$ cat config.mk
export PLATFORM = sky130hd
export DESIGN_NAME = ysyx_041461_pipe_ctrl
export DESIGN_NICKNAME = d
export VERILOG_FILES = /design/src/rtl/ysyx_041461_pipe_ctrl_pkg.sv /design/src/rtl/ysyx_041461_sat_cnt.sv /design/src/rtl/ysyx_041461_pipe_ctrl.sv
export SDC_FILE = /design/constraint.sdc
export NUM_CORES = 1
export LEC_CHECK = 0
export BUFFER_PORTS_ARGS = -buffer_cell sky130_fd_sc_hd__buf_4
export CORE_ASPECT_RATIO = 1.25
export CORE_MARGIN = 4
export CORE_UTILIZATION = 54
export CTS_CLUSTER_DIAMETER = 100
export CTS_CLUSTER_SIZE = 20
export DETAILED_ROUTE_END_ITERATION = 16
export PLACE_DENSITY_LB_ADDON = 0.08
export SLEW_MARGIN = 20
export SYNTH_ARGS = -nofsm -noshare
export SYNTH_HDL_FRONTEND = slang
export SYNTH_SLANG_ARGS = --single-unit
$ cat constraint.sdc
create_clock -name clk -period 2.4 [get_ports clk]
set_clock_uncertainty 0.15 [all_clocks]
set_input_delay 0 -clock clk [delete_from_list [all_inputs] [get_ports clk]]
set_output_delay 0 -clock clk [all_outputs]
set_load 0.05 [all_outputs]
$ cat src/rtl/ysyx_041461_pipe_ctrl_pkg.sv
// Shared definitions for the pipeline sequencer: stage indices, PC-select codes, FSM states.
package ysyx_041461_pipe_ctrl_pkg;

    localparam int unsigned NUM_STAGES = 6;
    localparam int unsigned STAGE_IF   = 0;
    localparam int unsigned STAGE_IF2  = 1;
    localparam int unsigned STAGE_ID   = 2;
    localparam int unsigned STAGE_EXE  = 3;
    localparam int unsigned STAGE_MEM  = 4;
    localparam int unsigned STAGE_WB   = 5;

    localparam logic [1:0] PC_SEL_SNPC = 2'b00;
    localparam logic [1:0] PC_SEL_JUMP = 2'b01;
    localparam logic [1:0] PC_SEL_TRAP = 2'b10;

    // Cause encoding that never accompanies a valid trap.
    localparam logic [3:0] TRAP_NOP = 4'hF;

    typedef enum logic [1:0] {
        StRun    = 2'd0,
        StFlush  = 2'd1,
        StRefill = 2'd2
    } pipe_state_e;

    // Bits 0..s set: every stage at or upstream of s holds.
    function automatic logic [NUM_STAGES-1:0] upstream_mask(input logic [2:0] s);
        logic [NUM_STAGES-1:0] m;
        m = '0;
        for (int k = 0; k < NUM_STAGES; k++) begin
            m[k] = (3'(k) <= s);
        end
        return m;
    endfunction

endpackage

$ cat src/rtl/ysyx_041461_sat_cnt.sv
// Saturating up-counter with synchronous clear (clear wins over enable).
module ysyx_041461_sat_cnt #(
    parameter int unsigned W = 8
) (
    input  logic         clk,
    input  logic         rst_n,
    input  logic         en,
    input  logic         clr,
    output logic [W-1:0] q,
    output logic         at_max
);

    logic [W-1:0] cnt_q, cnt_d;

    assign at_max = &cnt_q;
    assign q      = cnt_q;

    always_comb begin
        cnt_d = cnt_q;
        if (clr) begin
            cnt_d = '0;
        end else if (en && !at_max) begin
            cnt_d = cnt_q + W'(1);
        end
    end

    always_ff @(posedge clk or negedge rst_n) begin
        if (!rst_n) begin
            cnt_q <= '0;
        end else begin
            cnt_q <= cnt_d;
        end
    end

endmodule

$ cat src/rtl/ysyx_041461_pipe_ctrl.sv
// Pipeline sequencer: hazard/busy/jump flags to per-stage stall/flush and PC-select,
// plus trap entry sequencing (RUN -> FLUSH -> REFILL) and stall/hang accounting.
module ysyx_041461_pipe_ctrl
    import ysyx_041461_pipe_ctrl_pkg::*;
#(
    parameter int unsigned CNT_W      = 32,
    parameter int unsigned HANG_W     = 16,
    parameter int unsigned HANG_LIMIT = 1024
) (
    input  logic             clk,
    input  logic             rst_n,
    input  logic             cd_id_conflict,
    input  logic             cd_exe_conflict,
    input  logic             cd_mem_conflict,
    input  logic [4:0]       cd_kill,
    input  logic             ifu_busy,
    input  logic             lsu_busy,
    input  logic             id_jump,
    input  logic             wb_trap_valid,
    input  logic [3:0]       wb_trap_code,
    output logic [5:0]       stage_stall,
    output logic [5:0]       stage_flush,
    output logic [1:0]       pc_sel,
    output logic             csr_trap_en,
    output logic [3:0]       csr_trap_code,
    output logic [CNT_W-1:0] stall_cnt,
    output logic             hang
);

    pipe_state_e state_q, state_d;
    logic [3:0]  trap_code_q, trap_code_d;
    logic        hang_q, hang_d;

    logic        src_vld;
    logic [2:0]  src;
    logic [5:0]  run_stall, run_flush;
    logic [1:0]  run_pc_sel;
    logic        stalled_run;
    logic [HANG_W-1:0] consec_q;
    logic        unused_stall_at_max, unused_consec_at_max;

    // Most-downstream stall source decides how far the hold reaches.
    always_comb begin
        src_vld = 1'b1;
        src     = 3'd0;
        if (lsu_busy || cd_mem_conflict) begin
            src = 3'd4;
        end else if (cd_exe_conflict) begin
            src = 3'd3;
        end else if (cd_id_conflict) begin
            src = 3'd2;
        end else if (ifu_busy) begin
            src = 3'd0;
        end else begin
            src_vld = 1'b0;
        end
    end

    always_comb begin
        run_stall  = src_vld ? upstream_mask(src) : 6'b0;
        run_flush  = src_vld ? (6'b1 << (src + 3'd1)) : 6'b0;
        run_flush  = run_flush | {1'b0, cd_kill};
        run_pc_sel = PC_SEL_SNPC;
        if (id_jump && !run_stall[STAGE_ID] && !cd_kill[STAGE_ID]) begin
            run_pc_sel          = PC_SEL_JUMP;
            run_flush[STAGE_IF]  = 1'b1;
            run_flush[STAGE_IF2] = 1'b1;
        end
        run_stall = run_stall & ~run_flush;
    end

    always_ff @(posedge clk or negedge rst_n) begin
        if (!rst_n) begin
            state_q     <= StRun;
            trap_code_q <= '0;
            hang_q      <= 1'b0;
        end else begin
            state_q     <= state_d;
            trap_code_q <= trap_code_d;
            hang_q      <= hang_d;
        end
    end

    always_comb begin
        state_d     = state_q;
        trap_code_d = trap_code_q;
        unique case (state_q)
            StRun: begin
                if (wb_trap_valid) begin
                    state_d     = StFlush;
                    trap_code_d = wb_trap_code;
                end
            end
            StFlush, StRefill: state_d = ifu_busy ? StRefill : StRun;
            default:           state_d = StRun;
        endcase
    end

    always_comb begin
        stage_stall = 6'b0;
        stage_flush = 6'b0;
        pc_sel      = PC_SEL_SNPC;
        csr_trap_en = 1'b0;
        unique case (state_q)
            StRun: begin
                if (wb_trap_valid) begin
                    csr_trap_en = 1'b1;
                end else begin
                    stage_stall = run_stall;
                    stage_flush = run_flush;
                    pc_sel      = run_pc_sel;
                end
            end
            StFlush: begin
                stage_flush = 6'h3F;
                pc_sel      = PC_SEL_TRAP;
            end
            StRefill: begin
                stage_flush[STAGE_IF] = 1'b1;
                pc_sel                = PC_SEL_TRAP;
            end
            default: ;
        endcase
    end

    assign stalled_run   = (state_q == StRun) && (|stage_stall);
    assign hang_d        = hang_q | (stalled_run && (consec_q == HANG_W'(HANG_LIMIT - 1)));
    assign hang          = hang_q;
    assign csr_trap_code = trap_code_q;

    ysyx_041461_sat_cnt #(
        .W(CNT_W)
    ) u_stall_cnt (
        .clk   (clk),
        .rst_n (rst_n),
        .en    (stalled_run),
        .clr   (1'b0),
        .q     (stall_cnt),
        .at_max(unused_stall_at_max)
    );

    ysyx_041461_sat_cnt #(
        .W(HANG_W)
    ) u_consec_cnt (
        .clk   (clk),
        .rst_n (rst_n),
        .en    (stalled_run),
        .clr   (!stalled_run),
        .q     (consec_q),
        .at_max(unused_consec_at_max)
    );

endmodule

# ---- Word-level counts from Yosys, hierarchy flattened
# Index checks and enable logic that the tools add are counted.
dict set report totals {
  register_bits 55
  in_bits 18
  out_inout_bits 52
  wordCells 66
}
dict set report op_classes {
  addsub 3
  n_lt_le_gt_ge 6
  eq_ne 5
  shifts 1
  n_mux 25
  bitwise 4
  n_reduce_logical 17
}
# op count
set op_table {}
lappend op_table {{adder 32 x 1 -> 32 bit (second input constant)} 1}
lappend op_table {{two-way mux 16 bit} 2}
lappend op_table {{AND reduction 32 bit} 1}
lappend op_table {{two-way mux 6 bit} 5}
lappend op_table {{adder 16 x 1 -> 16 bit (second input constant)} 1}
lappend op_table {{equality test 16 x 10 -> 1 bit (second input constant)} 1}
lappend op_table {{AND reduction 16 bit} 1}
lappend op_table {{two-way mux 2 bit} 6}
lappend op_table {{one-hot mux 5 bit (2 select lines)} 1}
lappend op_table {{one-hot mux 2 bit (2 select lines)} 2}
lappend op_table {{two-way mux 1 bit} 7}
lappend op_table {{AND 6 bit} 1}
lappend op_table {{less-or-equal comparator 1 x 3 -> 1 bit (first input constant)} 2}
lappend op_table {{less-or-equal comparator 2 x 3 -> 1 bit (first input constant)} 2}
lappend op_table {{less-or-equal comparator 3 bit (first input constant)} 2}
lappend op_table {{logical AND 1 bit} 6}
lappend op_table {{NOT 6 bit} 1}
lappend op_table {{bitwise OR 6 x 5 -> 6 bit} 1}
lappend op_table {{OR reduction 6 bit} 1}
lappend op_table {{<< shifter 1 x 3 -> 6 bit (first input constant)} 1}
lappend op_table {{zero test 1 bit} 4}
lappend op_table {{adder 3 x 1 -> 3 bit (second input constant)} 1}
lappend op_table {{two-way mux 3 bit} 1}
lappend op_table {{equality test 2 x 1 -> 1 bit (second input constant)} 1}
lappend op_table {{9 further kinds} 9}

# ---- Depth between registers and ports, before layout
dict set report logic_depth {
  depth_word 18
  ltp_mapped 8
  depth_no_buf 7
}

# ---- Cells and area by module
# A second synthesis with hierarchy kept.
dict set report unflattened {
  cells_unflattened 362
  area_unflattened_um2 3360.7
}
# module instances cells_each area_per_inst_um2 seq_area_each_um2
set by_module_without_submodules {}
lappend by_module_without_submodules {{ysyx_041461_sat_cnt at u_stall_cnt} 1 207 1898.1 800.8}
lappend by_module_without_submodules {{ysyx_041461_sat_cnt at u_consec_cnt} 1 89 903.4 400.4}
lappend by_module_without_submodules {ysyx_041461_pipe_ctrl 1 66 559.3 175.2}

# ---- Worst setup path after synthesis
# No wires, ideal clock.
dict set report synth_timing {
  path_type {register to output}
  startpoint {reg state_q[0]}
  endpoint {out pc_sel[0]}
  arrival_time_ns 2.417
  t_required_ns 2.250
  setup_slack_ns -0.167
  stages_incl_launch_ff 6
  n_path_buf 1
  cell_sequence {dfrtp_1 inv_1 ha_1 nand2b_1 buf_2 nor4_1}
}
dict set report synth_via {
  elab_chain_cells 3
  word_cells_on_any_way 5
  classes_between {2 x eq/ne; 1 x mux; 2 x reduce/logical}
}
# element line_no
set synth_lines {}
lappend synth_lines {{from (decl)} ysyx_041461_pipe_ctrl.sv:30} ;# pipe_state_e state_q, state_d;
lappend synth_lines {{from (signal assigned)} ysyx_041461_pipe_ctrl.sv:74} ;# state_q <= StRun;
lappend synth_lines {{from (signal assigned)} ysyx_041461_pipe_ctrl.sv:78} ;# state_q <= state_d;
lappend synth_lines {{equality test 2 x 1 -> 1 bit or equality test 2 bit (tied branches)} ysyx_041461_pipe_ctrl.sv:104} ;# unique case (state_q)
lappend synth_lines {{OR reduction 2 bit (no line)} --}
lappend synth_lines {{one-hot mux 2 bit (2 select lines) (*)} ysyx_041461_pipe_ctrl.sv:104}
lappend synth_lines {{to (decl)} ysyx_041461_pipe_ctrl.sv:23} ;# output logic [1:0] pc_sel,
# Every way passes the cells marked *; elsewhere a longest branch is shown, timed or not.

# ---- Worst setup path in the final report
dict set report layout_timing {
  startpoint {reg state_q[1]}
  endpoint {reg u_consec_cnt.cnt_q[15], in the netlist u_consec_cnt.q[15]}
}
dict set report layout_via {
  elab_chain_cells 6
  word_cells_on_any_way 7
  classes_between {1 x eq/ne; 2 x mux; 4 x reduce/logical}
}
# element line_no
set layout_lines {}
lappend layout_lines {{zero test 2 bit (*)} {ysyx_041461_pipe_ctrl.sv:104, ysyx_041461_pipe_ctrl.sv:126}}
lappend layout_lines {{two-way mux 6 bit} ysyx_041461_pipe_ctrl.sv:104}
lappend layout_lines {{OR reduction 6 bit} ysyx_041461_pipe_ctrl.sv:126} ;# assign stalled_run = (state_q == StRun) && (|stage_stall);
lappend layout_lines {{logical AND 1 bit (*)} ysyx_041461_pipe_ctrl.sv:126}
lappend layout_lines {{logical AND 1 bit} ysyx_041461_sat_cnt.sv:22} ;# end else if (en && !at_max) begin
lappend layout_lines {{!= test 2 x 1 -> 1 bit (no line)} --}
lappend layout_lines {{to (signal assigned)} ysyx_041461_sat_cnt.sv:31} ;# cnt_q <= cnt_d;
lappend layout_lines {{to (decl)} ysyx_041461_sat_cnt.sv:13} ;# logic [W-1:0] cnt_q, cnt_d;
# Marks and branches as above.
# A chain may end at the register's enable or synchronous reset.

==> impl_metrics.env <==
export IMPL_fill_cells=437
export IMPL_ys_top_cells_by_area="dfrtp_1 45%, xnor2_1 7.1%, xor2_1 5.1%"
export IMPL_path_delay_family="compound AO/OA/AOI/OAI gates"
export IMPL_grt_max_degree=56
export IMPL_arrival_ns=2.39
export IMPL_ir_drop_mv=0.9215
export IMPL_dp_hpwl_mm=5.008
export IMPL_rsz0062_at_grt="no"
export IMPL_power_frac_clock=0.178
export IMPL_synthAdderAreaFrac=0.02030
export IMPL_critPathMaxStageDelay_ns=0.40
export IMPL_timing_final_crit_share=0.9529
export IMPL_syn2layout_area_growth_pct=27.45
export IMPL_drt_pass1_iterations=4
export IMPL_synth_avg_cell_area_um2=10.10
export IMPL_placementRows=30
export IMPL_switchingPower_uw=1532
export IMPL_path_clk_slew_ns=0.10
export IMPL_seqPwrFrac=0.335
export IMPL_reg2reg_to="u_consec_cnt.q[15]$_DFFE_PN0P_"
export IMPL_numClockSinks=55
export IMPL_antenna_found_initial=0
export IMPL_final_core_util=0.7167
export IMPL_ant_nets=0
export IMPL_synth_area_leader_cell="dfrtp_1"
export IMPL_path_cells="inv_1 > ha_2 > or3b_1 > o32a_1 > o311a_4 > buf_4 > a31oi_1 > o21a_1"
export IMPL_cts_buffers_inserted=5
export IMPL_synth_top_family_by_area="simple AND/OR/NAND/NOR gates"
export IMPL_synthCells=305
export IMPL_synth_edff_count=0
export IMPL_max_freq_ghz=0.4373
export IMPL_die_h_um=92.46
export IMPL_cp_required_ns=2.50
export IMPL_path_max_fanout=15
export IMPL_p_int_uw=1923
export IMPL_drive_above_1_share=0.3075
export IMPL_netSwitchingFraction=0.4435
export IMPL_dpl_cell_area_um2=3699
export IMPL_r2r_start="state_q[1]$_DFFE_PN0P_"
export IMPL_nets=409
export IMPL_grt_ovfl_total=0
export IMPL_wl_per_cell_um=15.35
export IMPL_drt_iter0_markers=108
export IMPL_leakagePower_uw=0.001794
export IMPL_cp_start_kind="flop"
export IMPL_worst_r2r_setup_slack_ns=0.11
export IMPL_path_buf_inv=2
export IMPL_drt_total_wl_mm=6.923
export IMPL_r2r_cells=8
export IMPL_insertion_delay_ns=0.31
export IMPL_hold_end="u_consec_cnt.q[10]$_DFFE_PN0P_"
export IMPL_place_congestion=0.8441
export IMPL_setup_viol=0
export IMPL_synth_area_mux_share=0.01827
export IMPL_viasPerCell=5.652
export IMPL_ys_ff_latch=55
export IMPL_hold_violations=0
export IMPL_core_region_area_um2=5480
export IMPL_synthTopCellsByCount="55 x dfrtp_1, 27 x nor2_1, 25 x xnor2_1"
export IMPL_synth_nets=328
export IMPL_outcome="finished clean"
export IMPL_synth_seq_area_share=0.4466
export IMPL_yosysMostFrequentCell="dfrtp_1"
export IMPL_vias=2549
export IMPL_dieArea_um2=6987
export IMPL_drv_cap=0
export IMPL_ys_types=54
export IMPL_slew_headroom=0.5506
export IMPL_clk_root_buffer_cell="clkbuf_8"
export IMPL_synthSimpleGateAreaFrac=0.2700
export IMPL_cellPowerDensity_nw_per_um2=879.6
export IMPL_drc=0
export IMPL_setup_worst_path_end_class="flop"
export IMPL_async_flop_share=1.000
export IMPL_yosys_warnings=0
export IMPL_io_buffers=68
export IMPL_htreeDepth=2
export IMPL_clockBufferDepth=2
export IMPL_holdPathStages=4
export IMPL_combPwrFrac=0.487
export IMPL_hp_start="cd_kill[0]"
export IMPL_synth_main_ff_cell="dfrtp_1"
export IMPL_finalMaxSlewViolations=0
export IMPL_grt_pass1_wl_mm=11.36
export IMPL_hold_path_class="input port to flop"
export IMPL_die_w_um=75.57
export IMPL_antenna_cells=0
export IMPL_final_area_um2=3928
export IMPL_synth_xor_area_frac=0.1222
export IMPL_synth_compound_area_frac=0.08283
export IMPL_tns_ns=0
export IMPL_grt_pass1_vias=2536
export IMPL_netlist_area_um2=3082
export IMPL_min_period_ns=2.287
export IMPL_crit_type="flop to flop"
export IMPL_io_pins=70
export IMPL_worst_pin_slew_ns=0.6740
export IMPL_slowest_stage="dfrtp_1"
export IMPL_cts_tree="built"
export IMPL_track_usage=0.2058
export IMPL_synth_top_area_frac=0.4466
export IMPL_start_util=0.5623
power groups by stage:
stage	clock (µW)	sequential (µW)	combinational, µW
5_1_grt	675	1170	1780
2_1_floorplan	0	1470	855
4_1_cts	636	1160	1660
3_3_place_gp	0	1170	1640
3_5_place_dp	0	1180	1650
6_report	616	1160	1680
layout by cell type, fill, tap and decap left out, types with 5 or more instances in the layout:
master | netlist | layout
and3_1 | 12 | 12
nand2_1 | 19 | 19
xor2_1 | 18 | 18
xnor2_1 | 25 | 25
nand3_1 | 23 | 23
dfrtp_1 | 55 | 50
buf_4 | 3 | 78
dfrtp_2 | 0 | 5
nor2_1 | 27 | 27
nor3_1 | 7 | 7
dlygate4sd3_1 | 0 | 7
nand4_1 | 13 | 13
mux2_2 | 5 | 5
clkbuf_8 | 0 | 5
inv_1 | 10 | 10
a21oi_1 | 5 | 5
and4_1 | 8 | 8
kinds of logic (layout without fill, tap and decap cells):
kind of cell    count (synthesis)  after routing
simple gates                  140            140
flops                          55             55
xor+xnor                       43             43
compound gates                 34             34
buf+inv                        22            104
fa+ha+maj                       5              5
mux                             5              5
other cells                     1              1
registers in the layout, summed over array words and instances (netlist names):
register,flops
u_stall_cnt.q,32
u_consec_cnt.q,16
csr_trap_code,4
state_q,2
hang,1
routing by layer:
metal | global-route usage | vias up | wire, µm
met3 | 0.02714 | 10 | 248
met2 | 0.3667 | 49 | 3693
li1 | - | 1258 | -
met4 | 0.07434 | 0 | 97
met5 | 0 | - | 0
met1 | 0.2446 | 1232 | 2883
repair_timing:
action	in CTS	in global routing
setup buffers	0	0
gates cloned	0	0
hold endpoints to repair	61	0
hold buffers	7	0
resized for setup	0	7
endpoints found under the setup margin	2	32
pin swaps	0	0
through the flow:
step	hold slack, ns	cells	setup slack [ns]	total power (µW)
finish	0.05436	451	0.1131	3455
detailed placement	-0.05774	436	0.007999	2823
floorplan	-0.4456	305	0.007734	2327
CTS	0.1358	451	-0.006371	3454
global placement	-0.05569	436	0.1064	2810
global route	0.08803	451	0.005892	3632
how the worst max path moves through the flow:
stage / from / endpoint / slack (ns) / cells past startpoint
global route: state_q[1]$_DFFE_PN0P_ / u_stall_cnt.q[18]$_DFFE_PN0P_ / 0.006 / 7
floorplan: u_stall_cnt.q[7]$_DFFE_PN0P_ / u_stall_cnt.q[1]$_DFFE_PN0P_ / 0.008 / 6
global placement: state_q[0]$_DFFE_PN0P_ / u_stall_cnt.q[18]$_DFFE_PN0P_ / 0.11 / 7
CTS: state_q[1]$_DFFE_PN0P_ / u_stall_cnt.q[20]$_DFFE_PN0P_ / -0.006 / 7
detailed placement: state_q[1]$_DFFE_PN0P_ / u_stall_cnt.q[20]$_DFFE_PN0P_ / 0.008 / 7
finish: state_q[1]$_DFFE_PN0P_ / u_consec_cnt.q[15]$_DFFE_PN0P_ / 0.11 / 8
worst register-to-register path, stage by stage, from the launching register on:
cell	delay (ns)
dfrtp_1	0.40
inv_1	0.11
ha_2	0.23
or3b_1	0.38
o32a_1	0.24
o311a_4	0.20
buf_4	0.23
a31oi_1	0.16
o21a_1	0.13
area by class of cell:
type,instances,area (µm²),area share
multi-input combinational,228,1639,0.4173
sequential,55,1383,0.3520
timing repair buffer,86,675.6,0.1720
tap,64,80.08,0.02039
clock buffer,5,68.82,0.01752
clock inverter,3,43.79,0.01115
inverter,10,37.54,0.009557
(Power assumes the default switching activity.)
